<file path="src/rtl/bcd2bin_if.sv">
// Request/result bundle for the sequential three-digit BCD to binary converter.
// Valid/ready contract: the master raises start with cen/dez/und stable; the slave takes them on
// the first rising edge where it is idle (busy=0). bin/ovf/err are valid from the cycle done pulses
// and are held until the next accepted start.
interface bcd2bin_if;
    logic       start;
    logic [3:0] cen;
    logic [3:0] dez;
    logic [3:0] und;
    logic [7:0] bin;
    logic       busy;
    logic       done;
    logic       ovf;
    logic       err;
    logic [1:0] dbg_state;

    modport master (
        output start, cen, dez, und,
        input  bin, busy, done, ovf, err, dbg_state
    );

    modport slave (
        input  start, cen, dez, und,
        output bin, busy, done, ovf, err, dbg_state
    );
endinterface

</file>
<file path="src/rtl/bcd2bin_seq.sv">
// Sequential BCD (000-999) to 8-bit binary converter using reverse double-dabble, one step per cycle.
// Define BCD2BIN_SAT_EN to saturate bin to 8'hFF on overflow; otherwise bin wraps to result[7:0].
module bcd2bin_seq (
    input  logic        clk,
    input  logic        rst_n,
    bcd2bin_if.slave    bus
);

    typedef enum logic [1:0] {
        IDLE  = 2'd0,
        SHIFT = 2'd1,
        DONE  = 2'd2
    } state_t;

    state_t      state;
    state_t      state_nxt;

    logic [11:0] bcd_q;
    logic [9:0]  acc_q;
    logic [3:0]  cnt_q;
    logic [7:0]  bin_q;
    logic        ovf_q;
    logic        err_q;

    logic [21:0] shifted;
    logic [11:0] bcd_adj;
    logic        digits_ok;
    logic        last_step;
    logic        res_ovf;
    logic [7:0]  res_bin;

    // One reverse double-dabble step: shift right, then correct any digit that picked up an 8.
    always_comb begin
        shifted = {bcd_q, acc_q} >> 1;
        bcd_adj = shifted[21:10];
        for (int i = 0; i < 3; i++) begin
            if (shifted[10 + 4*i +: 4] >= 4'd8)
                bcd_adj[4*i +: 4] = shifted[10 + 4*i +: 4] - 4'd3;
        end
    end

    assign digits_ok = (bus.cen <= 4'd9) && (bus.dez <= 4'd9) && (bus.und <= 4'd9);
    assign last_step = (cnt_q == 4'd9);
    assign res_ovf   = |shifted[9:8];

`ifdef BCD2BIN_SAT_EN
    assign res_bin = res_ovf ? 8'hFF : shifted[7:0];
`else
    assign res_bin = shifted[7:0];
`endif

    always_ff @(posedge clk or negedge rst_n) begin
        if (!rst_n)
            state <= IDLE;
        else
            state <= state_nxt;
    end

    always_comb begin
        state_nxt = state;
        case (state)
            IDLE: begin
                if (bus.start)
                    state_nxt = digits_ok ? SHIFT : DONE;
            end
            SHIFT: begin
                if (last_step)
                    state_nxt = DONE;
            end
            DONE:    state_nxt = IDLE;
            default: state_nxt = IDLE;
        endcase
    end

    always_ff @(posedge clk or negedge rst_n) begin
        if (!rst_n) begin
            bcd_q <= '0;
            acc_q <= '0;
            cnt_q <= '0;
            bin_q <= '0;
            ovf_q <= 1'b0;
            err_q <= 1'b0;
        end else begin
            case (state)
                IDLE: begin
                    if (bus.start) begin
                        bcd_q <= {bus.cen, bus.dez, bus.und};
                        acc_q <= '0;
                        cnt_q <= '0;
                        if (!digits_ok) begin
                            bin_q <= '0;
                            ovf_q <= 1'b0;
                            err_q <= 1'b1;
                        end
                    end
                end
                SHIFT: begin
                    bcd_q <= bcd_adj;
                    acc_q <= shifted[9:0];
                    cnt_q <= cnt_q + 4'd1;
                    if (last_step) begin
                        bin_q <= res_bin;
                        ovf_q <= res_ovf;
                        err_q <= 1'b0;
                    end
                end
                default: ;
            endcase
        end
    end

    assign bus.bin       = bin_q;
    assign bus.ovf       = ovf_q;
    assign bus.err       = err_q;
    assign bus.busy      = (state != IDLE);
    assign bus.done      = (state == DONE);
    assign bus.dbg_state = state;

endmodule

</file>
<file path="src/flat_wrapper.sv">
// flat-port wrapper written by rule: the top's interface ports become plain ports
module bcd2bin_seq_flat 
  (clk, rst_n, bus_start, bus_cen, bus_dez, bus_und, bus_bin, bus_busy, bus_done, bus_ovf, bus_err, bus_dbg_state);
  bcd2bin_if bus_i ();
  input  logic clk;
  input  logic rst_n;
  input wire logic [$bits(bus_i.start)-1:0] bus_start;
  input wire logic [$bits(bus_i.cen)-1:0] bus_cen;
  input wire logic [$bits(bus_i.dez)-1:0] bus_dez;
  input wire logic [$bits(bus_i.und)-1:0] bus_und;
  output wire logic [$bits(bus_i.bin)-1:0] bus_bin;
  output wire logic [$bits(bus_i.busy)-1:0] bus_busy;
  output wire logic [$bits(bus_i.done)-1:0] bus_done;
  output wire logic [$bits(bus_i.ovf)-1:0] bus_ovf;
  output wire logic [$bits(bus_i.err)-1:0] bus_err;
  output wire logic [$bits(bus_i.dbg_state)-1:0] bus_dbg_state;
  assign bus_i.start = bus_start;
  assign bus_i.cen = bus_cen;
  assign bus_i.dez = bus_dez;
  assign bus_i.und = bus_und;
  assign bus_bin = bus_i.bin;
  assign bus_busy = bus_i.busy;
  assign bus_done = bus_i.done;
  assign bus_ovf = bus_i.ovf;
  assign bus_err = bus_i.err;
  assign bus_dbg_state = bus_i.dbg_state;
  bcd2bin_seq u_core (.clk(clk), .rst_n(rst_n), .bus(bus_i));
endmodule
</file>
<file path="config.mk">
export PLATFORM = sky130hd
export DESIGN_NAME = bcd2bin_seq_flat
export DESIGN_NICKNAME = d
export VERILOG_FILES = /design/src/rtl/bcd2bin_if.sv /design/src/rtl/bcd2bin_seq.sv /design/src/flat_wrapper.sv
export SDC_FILE = /design/constraint.sdc
export NUM_CORES = 1
export LEC_CHECK = 0
export CORE_UTILIZATION = 25
export CTS_BUF_LIST = sky130_fd_sc_hd__clkbuf_4 sky130_fd_sc_hd__clkbuf_8
export DETAILED_ROUTE_END_ITERATION = 8
export SLEW_MARGIN = 0
export SYNTH_ARGS = -nofsm -noshare
export SYNTH_HDL_FRONTEND = slang
export SYNTH_SLANG_ARGS = --single-unit
</file>
<file path="constraint.sdc">
create_clock -name clk -period 2.6 [get_ports clk]
set_input_delay 0.26 -clock clk [delete_from_list [all_inputs] [get_ports clk]]
set_output_delay 0.26 -clock clk [all_outputs]
set_load 0.01 [all_outputs]
</file>
======== After elaboration in Yosys (flattened, before gate mapping) ========
Index checks and enable logic that the tools add are counted.
storage, ports and cells
  register bits ........................... 38
  output and inout bits ................... 14
  logic and storage cells ................. 57
cells by class
  multiplexer cells ....................... 25
  add/subtract/negate cells ............... 4
  magnitude comparators ................... 6
  equality and inequality tests ........... 6
  reduce and logical (&&, ||, !) cells .... 9
operators with widths
  cell                   number
  $mux W8                3
  $pmux W12 S2           1
  $pmux W10 S2           1
  $mux W4                4
  $pmux W8 S2            1
  $le A4 B4 Y1 const B   3
  $mux W12               1
  $mux W10               1
  $ge A4 B4 Y1 const B   2
  $pmux W4 S2            1
  $sub A4 B2 Y4 const B  2
  $mux W1                6
  $mux W2                3
  $add A4 B1 Y4 const B  1
  $eq A4 B4 Y1 const B   1
  $ge A3 B4 Y1 const B   1
  $ne A2 B2 Y1 const B   2
  $pmux W1 S2            2
  $pmux W2 S2            1
  $reduce_and A2 Y1      2
  $reduce_and A4 Y1      1
  $reduce_bool A2 Y1     2
  $sub A3 B2 Y4 const B  1
  $eq A2 B1 Y1 const B   1
  5 further kinds        6

======== Logic depth before layout (Yosys ltp) ========
  word-level depth ........................ 6
  gate-level depth with buffers ........... 7
  mapped depth without buffers ............ 6

======== Worst setup path after synthesis ========
No wires, ideal clock.
  path type ............................... register to register
  from .................................... register u_core.state[0], in the netlist u_core.bus.dbg_state[0]
  to ...................................... register u_core.bin_q[1], in the netlist u_core.bus.bin[1]
  buffers on the path ..................... 2
  path slack .............................. 1.139 ns
  period minus slack after synthesis ...... 1.461 ns
  arrival time ............................ 1.336 ns
  stages on the path, launching flop included .. 6
  data required time ...................... 2.475 ns
  path through ............................ dfrtp_1 > buf_4 > o21bai_1 > nand3b_4 > buf_6 > mux2_4
between the ends
  cells in the longest elaborated chain, start to end .. 3
  elaborated cells between the ends (all ways) .. 8
ends and longest elaborated chain
  element                                           RTL line            source
  from (decl)                                       bcd2bin_seq.sv:15   state_t state;
  from (signal assigned)                            bcd2bin_seq.sv:56   state <= state_nxt;
  $eq A2 B1 Y1 or $logic_not A2 Y1 (tied branches)  bcd2bin_seq.sv:84   case (state)
  $ne A2 B1 Y1 (no line) (tied with other cells)    n/a
  $reduce_and A4 Y1 (no line)                       n/a
  to (signal assigned)                              bcd2bin_seq.sv:102  bin_q <= res_bin;
  to (decl)                                         bcd2bin_seq.sv:21   logic [7:0] bin_q;
Parallel ways exist; a longest one is shown, timed or not.
A chain may end at the register's enable or synchronous reset.

======== Worst setup path after layout ========
  from .................................... register u_core.state[1], in the netlist u_core.bus.dbg_state[1]
  to ...................................... output bus_busy
between the ends
  cells in the longest elaborated chain, start to end .. 1
ends and longest elaborated chain
  element             RTL line            source
  $reduce_bool A2 Y1  bcd2bin_seq.sv:115  assign bus.busy = (state != IDLE);
  to (decl)           flat_wrapper.sv:12  output wire logic [$bits(bus_i.busy)-1:0] bus_busy;
Every way passes these cells.

==> impl_summary.md <==
Layout
The signed area change from the synthesized netlist to the final layout is 26.74%. The number of antenna cells inserted is 0. Of the cells placed in the final design, the portion with a size suffix greater than 1 is 12.57%. The post-layout utilization of the core is 33.24%. In the final design database the tool counted 211 nets. Counting the fill cells in the layout gives 698. After routing the design area is around 0.0023 mm2.

Power and ir drop
The leakage power total is 1.088 nW. The power after layout is approximately 1.7 mW. The power per standard cell area is ~740 mW/mm2. The worst vdd rail ir drop is 0.0002500 V.

Logic synthesis
By area the synthesized netlist is led by dfrtp_1 51%, mux2_4 5.0%, mux2i_1 4.4%, ha_1 4.2%, o21ai_1 3.9%. The post-synthesis net count is 181. Counting flops with an async set or reset pin after synthesis yields a share of 100.0%. The leading cell type by number of instances after synthesis is dfrtp_1. In this run the mean area of a mapped cell was approximately 11 um2. The number of cells produced by synthesis is 160. The synthesized netlist occupies a cell area of 0.001802 mm2.

The largest total area in the synthesized netlist belongs to dfrtp_1. The count of synthesis-stage warnings from yosys is 0. The number of distinct library cells after synthesis is 36. The number of storage elements in the synthesis netlist is 37. In the synthesized netlist the dominant register cell turns out to be dfrtp_1. The sequential cell area fraction in the yosys report is 51.39%. The synthesized design contains 0 enable-type register cells. Counting instances in the post-synthesis netlist gives the leading cell types as 37 x dfrtp_1, 14 x o21ai_1, 13 x nand2_1, 9 x inv_1, 9 x nor2_1. The top-area cell type share of the netlist area is 51.39%.

Worst setup path
The worst setup path is captured at an output pin. Data on the critical path arrives at its endpoint at 1700 ps. STA puts the critical path data required time at 2340 ps. The worst stage delay on the critical path is between 600 and 700 ps. The maximum fanout count along the critical path is 15. The launch point of the worst reg-to-reg path is u_core.bus.dbg_state[0]$_DFFE_PN0P_. STA classifies the critical path startpoint as a flop. The cell depth of the worst flop-to-flop path is 4. The start-to-end type of the worst setup path is flop to output pin. The worst setup slack for register-to-register paths is 810 ps. The endpoint of the worst-slack reg-to-reg timing path is u_core.bus.bin[2]$_DFFE_PN0P_.

Among all stages on the critical path, the largest delay is contributed by dfrtp_1. Walking the worst path, the cells encountered are or2_1, clkdlybuf4s50_1.

Clocking
The clock slew at the register clock pins of the worst setup and hold paths is roughly 70 ps. The root buffer cell chosen for the clock tree is clkbuf_8. The setup fix buffers added after clock tree synthesis is 0. The total number of clock tree sinks is 37.

The maximum clock insertion buffer count is 2. The depth of the CTS H-tree is 2. Clock latency on the worst-skew pair, taken at its later pin, is between 200 and 300 ps. The total clock buffers created by CTS is 5. The number of resized instances in the post-cts repair step is 0.

In this run, post-CTS hold repair placed 0 buffers. The TritonCTS clock tree is done.

Routing
The DRC marker count from the first detailed-route iteration is about 110. In this run the remaining antenna-violating nets after routing total 0. The routed via count divided by cell count is around 4.3. The total vias in the final route is approximately 1.2k. After detailed routing, the number of remaining DRC violations is 0.

After detailed routing, the average wire length per cell comes to 12.59 um. The number of iterations in the first detailed-routing pass is 4. The routed wire length is around 3600 um.

Timing
Setup violations remaining at the end of the flow were counted as 0. The setup clock skew after layout is 6.826 ps. At the pin with the least slew margin, the transition time is 802.3 ps. The number of pins with negative max-slew slack in the final report came to 0. The sum of negative setup slack is 0 ps. After layout, the minimum clock period comes to 1965 ps.

The final number of hold-violating endpoints is 0. The final period utilization is roughly three quarters. Setup repair after global routing left no endpoint under its margin. The least setup slack across all paths after layout is between 600 and 700 ps. The maximum clock frequency is 509.0 MHz. The relative max-transition margin is 46.51%.

Global route
The combined global-route utilization of all metal layers is 10.95%. The number of global-route vias before repair was 1275. The leftover overflow at the end of global routing is 0. Entering global routing, the biggest net connects 38 pins. The first global-routing pass estimated ~6200 um of wire. The number of antenna violations at the first check in global routing is 0.

Place
The cell area after placement is 0.002168 mm2. The congestion estimate from routability-driven global placement came to ~0.74. The count of input and output buffers is 28.

Detailed placement ended at an HPWL of 2554 um. The post-placement worst setup slack is 758.5 ps.

Die
The horizontal die dimension is around 87 um. The initial utilization of the core area, before any placement, comes to 26.23%. The I/O pin count is 29. Measured along the y axis, the die boundary spans 86.90 um. The core footprint is 0.006869 mm2. The die covers 0.007551 mm2. After floorplanning, the core was divided into 30 placement rows.

Hold path
The worst hold path belongs to the class input port to asynchronous set/reset pin.

Outcome
The run finished with clean final reports.

Flow run
The max capacitance violation total is 0.
[flip-flops by register name (all words and copies together), names as in the netlist]
| register | flops |
|---|---|
| u_core.bcd_q | 12 |
| u_core.acc_q | 9 |
| u_core.bus.bin | 8 |
| u_core.cnt_q | 4 |
| u_core.bus.dbg_state | 2 |
| u_core.bus.err | 1 |
| u_core.bus.ovf | 1 |
[cell families after synthesis]
family / after synthesis / share of synthesized area (%)
AOI/OAI and AO/OA: 42 / 15.62
xor gates and xnor gates: 4 / 1.945
adders and majority gates: 6 / 4.167
buffers and inverters: 17 / 4.722
DFF: 37 / 51.39
muxes: 16 / 10.69
and+or+nand+nor: 38 / 11.46
[per-layer routing]
| metal | global-route usage (%) | wire, um |
|---|---|---|
| met5 | 0 | 0 |
| met4 | 5.000 | 49 |
| met3 | 3.033 | 142 |
| met2 | 16.82 | 1656 |
| met1 | 14.34 | 1764 |
[report_power, final]
part / switching [mW] / leakage [nW] / internal [mW]
logic: 0.194 / 0.543 / 0.219
clock network: 0.208 / 0.0543 / 0.287
registers: 0.113 / 0.491 / 0.668
total: 0.515 / 1.09 / 1.17
[placed cells by master, fill, tap and decap left out, types with 3 or more instances in the layout]
master           Yosys  routed
a21o_1               7       7
mux2i_1              8       8
o21ai_1             14      14
inv_1                9       9
clkdlybuf4s50_1      0      27
nor2_1               9       9
a22o_1               4       4
clkbuf_8             0       5
and2_1               7       7
a22oi_1              6       6
a21oi_1              3       3
mux2_4               6       6
ha_1                 6       6
dfrtp_1             37      37
nand2_1             13      13
[worst max path at each step]
stage | slack, ps | depth (start not counted) | from | to
final | 640 | 2 | u_core.bus.dbg_state[1]$_DFFE_PN0P_ | bus_busy
after global routing | 520 | 2 | u_core.bus.dbg_state[1]$_DFFE_PN0P_ | bus_busy
after CTS | 600 | 2 | u_core.bus.dbg_state[1]$_DFFE_PN0P_ | bus_busy
after detailed placement | 760 | 5 | bus_cen[1] | u_core.bus.bin[2]$_DFFE_PN0P_
after global placement | 760 | 5 | bus_cen[1] | u_core.bus.bin[2]$_DFFE_PN0P_
after floorplan | 1140 | 5 | u_core.bus.dbg_state[0]$_DFFE_PN0P_ | u_core.bus.bin[1]$_DFFE_PN0P_
[through the flow]
stage | cells | hold WS (ps)
after global placement | 279 | 412.4
after floorplan | 160 | -35.59
final | 287 | 57.73
after detailed placement | 279 | 406.7
after global routing | 287 | 120.6
after CTS | 287 | 81.07
[area by class of cell]
| class | count | area, um2 | share of cell area [%] |
|---|---|---|---|
| flip-flops and latches | 37 | 925.9 | 40.55 |
| multi-input cells | 106 | 794.5 | 34.79 |
| repair buffers | 30 | 290.3 | 12.71 |
| well taps | 96 | 120.1 | 5.260 |
| clock buffers | 5 | 68.82 | 3.014 |
| clock inverters | 3 | 46.29 | 2.027 |
| inverters | 10 | 37.54 | 1.644 |
[worst max-delay path: cells and delay by family, from the launching register on]
kind | cells | cell delay, ps
buffers and inverters | 1 | 550
AND/OR/NAND/NOR | 1 | 210
flip-flops | 1 | 660
No activity file was read; power rests on OpenSTA's default activity.
